$ cat src/rtl/lc3_mem_pkg.sv
// Shared types and constants for the LC-3 memory interface stage.
// The I/O page address is only decoded when LC3_MEM_IOPAGE_EN is defined.
package lc3_mem_pkg;

   localparam int          LC3_DATA_W  = 16;
   localparam int          WAIT_CNT_W  = 4;
   localparam logic [15:0] IOPAGE_ADDR = 16'hFFFF;

   typedef enum logic [1:0] {
      IDLE,
      RD_ACCESS,
      WR_ACCESS,
      DONE
   } mem_state_t;

endpackage

$ cat src/rtl/lc3_wait_counter.sv
// Wait-state counter: steps from 0 up to a terminal value while enabled, flags
// the terminal count and wraps back to 0 on the step that leaves it.
module lc3_wait_counter
   import lc3_mem_pkg::*;
#(
   parameter int CNT_W = WAIT_CNT_W
)(
   input  logic             clock,
   input  logic             reset,
   input  logic             en,
   input  logic [CNT_W-1:0] last,
   output logic             tc
);

   logic [CNT_W-1:0] count;

   assign tc = (count == last);

   always_ff @(posedge clock or posedge reset) begin
      if (reset) begin
         count <= '0;
      end else if (en) begin
         count <= tc ? '0 : count + CNT_W'(1);
      end
   end

endmodule

$ cat src/rtl/lc3_mem_ctrl.sv
// LC-3 MAR/MDR stage driving a synchronous-strobe SRAM with fixed wait states.
// Optional I/O page at 16'hFFFF (Switches/HexOut) enabled by LC3_MEM_IOPAGE_EN.
module lc3_mem_ctrl
   import lc3_mem_pkg::*;
#(
   parameter int WAIT_CYCLES = 2,
   parameter int DATA_W      = LC3_DATA_W
)(
   input  logic              Clk,
   input  logic              Reset,
   input  logic [DATA_W-1:0] Bus,
   input  logic              LD_MAR,
   input  logic              LD_MDR,
   input  logic              Req,
   input  logic              R_W,
   input  logic [DATA_W-1:0] Data_from_SRAM,
   output logic [DATA_W-1:0] MAR,
   output logic [DATA_W-1:0] MDR,
   output logic [DATA_W-1:0] Data_to_SRAM,
   output logic              CE_N,
   output logic              OE_N,
   output logic              WE_N,
   output logic              R,
   output logic              Busy
`ifdef LC3_MEM_IOPAGE_EN
   ,
   input  logic [DATA_W-1:0] Switches,
   output logic [DATA_W-1:0] HexOut
`endif
);

   localparam logic [WAIT_CNT_W-1:0] WAIT_LAST = WAIT_CNT_W'(WAIT_CYCLES - 1);

   mem_state_t state;
   logic       waitEn;
   logic       waitTc;
   logic       ioMask;

   assign Data_to_SRAM = MDR;
   assign waitEn       = (state == RD_ACCESS) || (state == WR_ACCESS);

   lc3_wait_counter #(
      .CNT_W (WAIT_CNT_W)
   ) u_wait (
      .clock (Clk),
      .reset (Reset),
      .en    (waitEn),
      .last  (WAIT_LAST),
      .tc    (waitTc)
   );

   // The strobe decision uses the address the access will see, including a MAR load in the same cycle.
`ifdef LC3_MEM_IOPAGE_EN
   logic [DATA_W-1:0] addrNext;
   assign addrNext = LD_MAR ? Bus : MAR;
   assign ioMask   = (addrNext == DATA_W'(IOPAGE_ADDR));
`else
   assign ioMask   = 1'b0;
`endif

   always_ff @(posedge Clk or posedge Reset) begin
      if (Reset) begin
         state <= IDLE;
         MAR   <= '0;
         MDR   <= '0;
         CE_N  <= 1'b1;
         OE_N  <= 1'b1;
         WE_N  <= 1'b1;
         R     <= 1'b0;
         Busy  <= 1'b0;
`ifdef LC3_MEM_IOPAGE_EN
         HexOut <= '0;
`endif
      end else begin
         case (state)
            IDLE: begin
               if (LD_MAR) MAR <= Bus;
               if (LD_MDR) MDR <= Bus;
               if (Req) begin
                  state <= R_W ? WR_ACCESS : RD_ACCESS;
                  Busy  <= 1'b1;
                  CE_N  <= ioMask;
                  OE_N  <= R_W | ioMask;
                  WE_N  <= ~R_W | ioMask;
               end
            end
            RD_ACCESS: begin
               if (waitTc) begin
                  state <= DONE;
                  R     <= 1'b1;
                  CE_N  <= 1'b1;
                  OE_N  <= 1'b1;
`ifdef LC3_MEM_IOPAGE_EN
                  MDR   <= (MAR == DATA_W'(IOPAGE_ADDR)) ? Switches : Data_from_SRAM;
`else
                  MDR   <= Data_from_SRAM;
`endif
               end
            end
            WR_ACCESS: begin
               if (waitTc) begin
                  state <= DONE;
                  R     <= 1'b1;
                  CE_N  <= 1'b1;
                  WE_N  <= 1'b1;
`ifdef LC3_MEM_IOPAGE_EN
                  if (MAR == DATA_W'(IOPAGE_ADDR)) HexOut <= MDR;
`endif
               end
            end
            DONE: begin
               state <= IDLE;
               R     <= 1'b0;
               Busy  <= 1'b0;
            end
            default: begin
               state <= IDLE;
            end
         endcase
      end
   end

endmodule
$ cat config.mk
export PLATFORM = sky130hd
export DESIGN_NAME = lc3_mem_ctrl
export DESIGN_NICKNAME = d
export VERILOG_FILES = /design/src/rtl/lc3_mem_pkg.sv /design/src/rtl/lc3_wait_counter.sv /design/src/rtl/lc3_mem_ctrl.sv
export SDC_FILE = /design/constraint.sdc
export NUM_CORES = 1
export LEC_CHECK = 0
export BUFFER_PORTS_ARGS = -buffer_cell sky130_fd_sc_hd__buf_2
export CAP_MARGIN = 20
export CELL_PAD_IN_SITES_DETAIL_PLACEMENT = 0
export CELL_PAD_IN_SITES_GLOBAL_PLACEMENT = 2
export CORE_AREA = 2 2 95 97
export CTS_CLUSTER_DIAMETER = 50
export DETAILED_ROUTE_END_ITERATION = 8
export DIE_AREA = 0 0 97 99
export MAX_ROUTING_LAYER = met4
export PLACE_DENSITY_LB_ADDON = 0.05
export SLEW_MARGIN = 0
export SYNTH_ARGS = -nofsm -noshare
export SYNTH_HDL_FRONTEND = slang
export SYNTH_HIERARCHICAL = 1
export SYNTH_SLANG_ARGS = --single-unit
$ cat constraint.sdc
create_clock -name Clk -period 2.2 [get_ports Clk]
set_clock_uncertainty 0.15 [all_clocks]
set_input_delay 0.44 -clock Clk [delete_from_list [all_inputs] [get_ports Clk]]
set_output_delay 0.44 -clock Clk [all_outputs]
set_load 0.01 [all_outputs]
==> metrics.yaml <==
synthSimpleGateAreaFrac_pct: 4.08
globalplace.congestion: 0.660
wl_microns: 5310
arrival_ps: 2020
report.final.slew_viol_count: 0
syn2layout_area_growth_pct: 27.9
p_leak_nw: 1.42
grt_pass1_vias: 1663
cts_resized: 0
ys_ff_latch: 43
avgSynthCellArea_sq_um: 13.0
ys_top_cells_by_area: "dfrtp_1 44%, mux2_2 20%, mux2_4 6.6%"
port_buffers: 90
rows: 34
placed_cell_area_sq_mm: 0.00277
dr_wl_met2_microns: 2720
num-nets-final: 305
synth-seq-area-share_pct: 47.6
max-cap-violations: 0
async_reset_ff_share_pct: 100
worst_pin_slew_ps: 538
required_ps: 2230
overflow: 0
netlist_area_sq_mm: 0.00227
ys_warn_count: 6
chipWidth_microns: 97
p_per_area_mw_per_mm2: 1610
antenna_found_initial: 0
initial_core_util_pct: 26.5
finalCriticalPeriod_ps: 1990
synth_top_cell_area_share_pct: 44.1
cp-end-kind: "flop"
synth_cells: 175
critPathKind: "flop to flop"
clk_latency_ps: 290
firstDrtPassIters: 4
crit_fanout: 16
tns_ps: 0
fp.coreArea_sq_mm: 0.00855
die_h_microns: 99
synth_compound_area_share_pct: 5.18
cts_max_level: 2
cts_tree: "done"
slew_headroom_pct: 64.1
rrSetupSlack_ps: 210
setup_viol: 0
grt_pass1_wl_microns: 8690
setup_slack_ps: 212
dp_slack_ps: 196
setup.worst_path.start_class: "flop"
drive_gt1_share_pct: 62.6
whs_ps: 235
die-area_sq_mm: 0.00960
synth_top_family_by_area: "multiplexers"
hold_viol_final: 0
outcome: "finished, final reports clean"
synth_flop_cell: "dfrtp_1"
reg2reg_from: "u_wait/count[2]"
fillerInstances: 886
synth_adder_area_share_pct: 3.31
ir_drop_mv: 0.461
synth_edf_count: 0
drtIter0Drc: 36
diodes: 0
viasPerCell: 4.25
synth_xor_area_share_pct: 1.54
clock-sinks: 43
post_drt_wl_per_cell_microns: 14.3
antenna_left: 0
critPathCapture: "Data_to_SRAM[10]"
min_path_type: "primary input to flop"
grt_max_degree: 40
report.power.total_w: 0.00466
route.detailed.drc: 0
yosysTopAreaCell: "dfrtp_1"
fin_area_sq_mm: 0.00290
ios: 91
min_period_over_period_pct: 90.4
rsz0062_at_grt: "no"
muxShareOfSynthArea_pct: 28.9
synthDistinctLibCells: 30
wl_met3_microns: 223
numCtsBuffers: 5
dpl.hpwl_microns: 3850
timing.rr.end: "Data_to_SRAM[10]"
clkSlewWorstSetupHoldPaths_ps: 90
cts_root_buf: "clkbuf_8"
routed.top_layer: "met4"
yosys-top-cells-count: "41 x mux2_2, 40 x dfrtp_1, 16 x buf_4, 12 x inv_1, 10 x mux2_4"
grtUsageTotal_pct: 11.7
clock_path_buffers: 2
wirelength_met1_microns: 2360
vias: 1574
startpoint: "u_wait/count[2]"
r2r_cells: 6
synth.most_common_cell: "mux2_2"
timing.fmax_mhz: 503
-- area by class of cell --
| type | count | area, sq um | area share [%] |
|---|---|---|---|
| clock buffer | 6 | 82.6 | 2.85 |
| clock inverter | 2 | 35.0 | 1.21 |
| inverter | 12 | 45.0 | 1.55 |
| multi-input combinational | 100 | 991 | 34.2 |
| sequential | 43 | 1080 | 37.2 |
| tap | 108 | 135 | 4.66 |
| timing repair buffer | 99 | 533 | 18.4 |
-- per-stage QoR --
step           std cells  util (%)
2_1_floorplan        177         -
3_3_place_gp         361      32.4
3_5_place_dp         361      32.4
4_1_cts              370      33.9
5_1_grt              370      33.9
6_report             370      33.9
-- state kept, by name (all words and copies together) (netlist names) --
signal / flops
R: 1
OE_N: 1
state: 2
Data_to_SRAM: 16
u_wait/count: 4
Busy: 1
WE_N: 1
MAR: 16
CE_N: 1
-- layer usage --
metal,global-route usage (%),vias to the layer above
met5,-,-
met4,2.93,0
met3,2.55,2
met2,18.8,42
met1,15.1,781
li1,-,749
-- cells in the final DEF (no fill, tap or decap) --
cell	count
mux2i_1	3
inv_1	11
a22oi_1	1
nor2b_1	1
nor4_4	1
bufinv_16	1
a21oi_1	2
o221ai_1	1
nand2_1	6
buf_12	1
buf_2	90
a21oi_4	1
dfstp_2	3
mux2_2	41
and2b_1	1
nand2b_1	4
o21ai_0	2
a21o_2	1
dfrtp_1	40
clkinv_1	1
clkinv_2	1
o22ai_1	5
conb_1	4
buf_4	7
a211oi_1	1
mux2_4	10
o2bb2ai_1	2
ha_1	6
clkbuf_8	6
mux2i_2	1
nand3_1	2
dlygate4sd3_1	1
xor2_1	4
-- how the worst min path moves through the flow --
| stage | from | end | slack (ps) | cells after the start |
|---|---|---|---|---|
| 2_1_floorplan | Reset | u_wait/count[0] | 60 | 1 |
| 3_3_place_gp | Reset | u_wait/count[3] | 210 | 2 |
| 3_5_place_dp | Reset | u_wait/count[1] | 200 | 2 |
| 4_1_cts | Bus[8] | MAR[8] | 230 | 2 |
| 5_1_grt | Bus[8] | MAR[8] | 230 | 2 |
| 6_report | Bus[8] | MAR[8] | 240 | 2 |
-- cell families (layout without fill, tap and decap cells) --
kind of cell | Yosys count | in the layout
compound gates | 16 | 16
xor+xnor | 4 | 4
fa+ha+maj | 6 | 6
buf+inv | 34 | 119
flops | 43 | 43
mux | 55 | 55
other cells | 2 | 4
simple gates | 15 | 15
-- power by group --
| group | leakage, nW | switching, W | total, W | internal, W |
|---|---|---|---|---|
| Clock | 0.0612 | 0.000285 | 0.000652 | 0.000368 |
| Combinational | 0.863 | 0.00117 | 0.00250 | 0.00133 |
| Sequential | 0.499 | 0.000279 | 0.00150 | 0.00123 |
| Total | 1.42 | 0.00173 | 0.00466 | 0.00292 |
-- critical path: stages, from the launching register on --
cell and delay [ps]:
dfrtp_1 420, xor2_1 190, nor4_4 290, mux2i_2 140, a21oi_4 150, buf_12 190
mux2_2 340
-- timing repair --
item | 4_1_cts | 5_1_grt
hold buffers | 1 | 0
hold endpoints to repair | 4 | 0
setup buffers | 0 | 0
(Power assumes the default switching activity.)
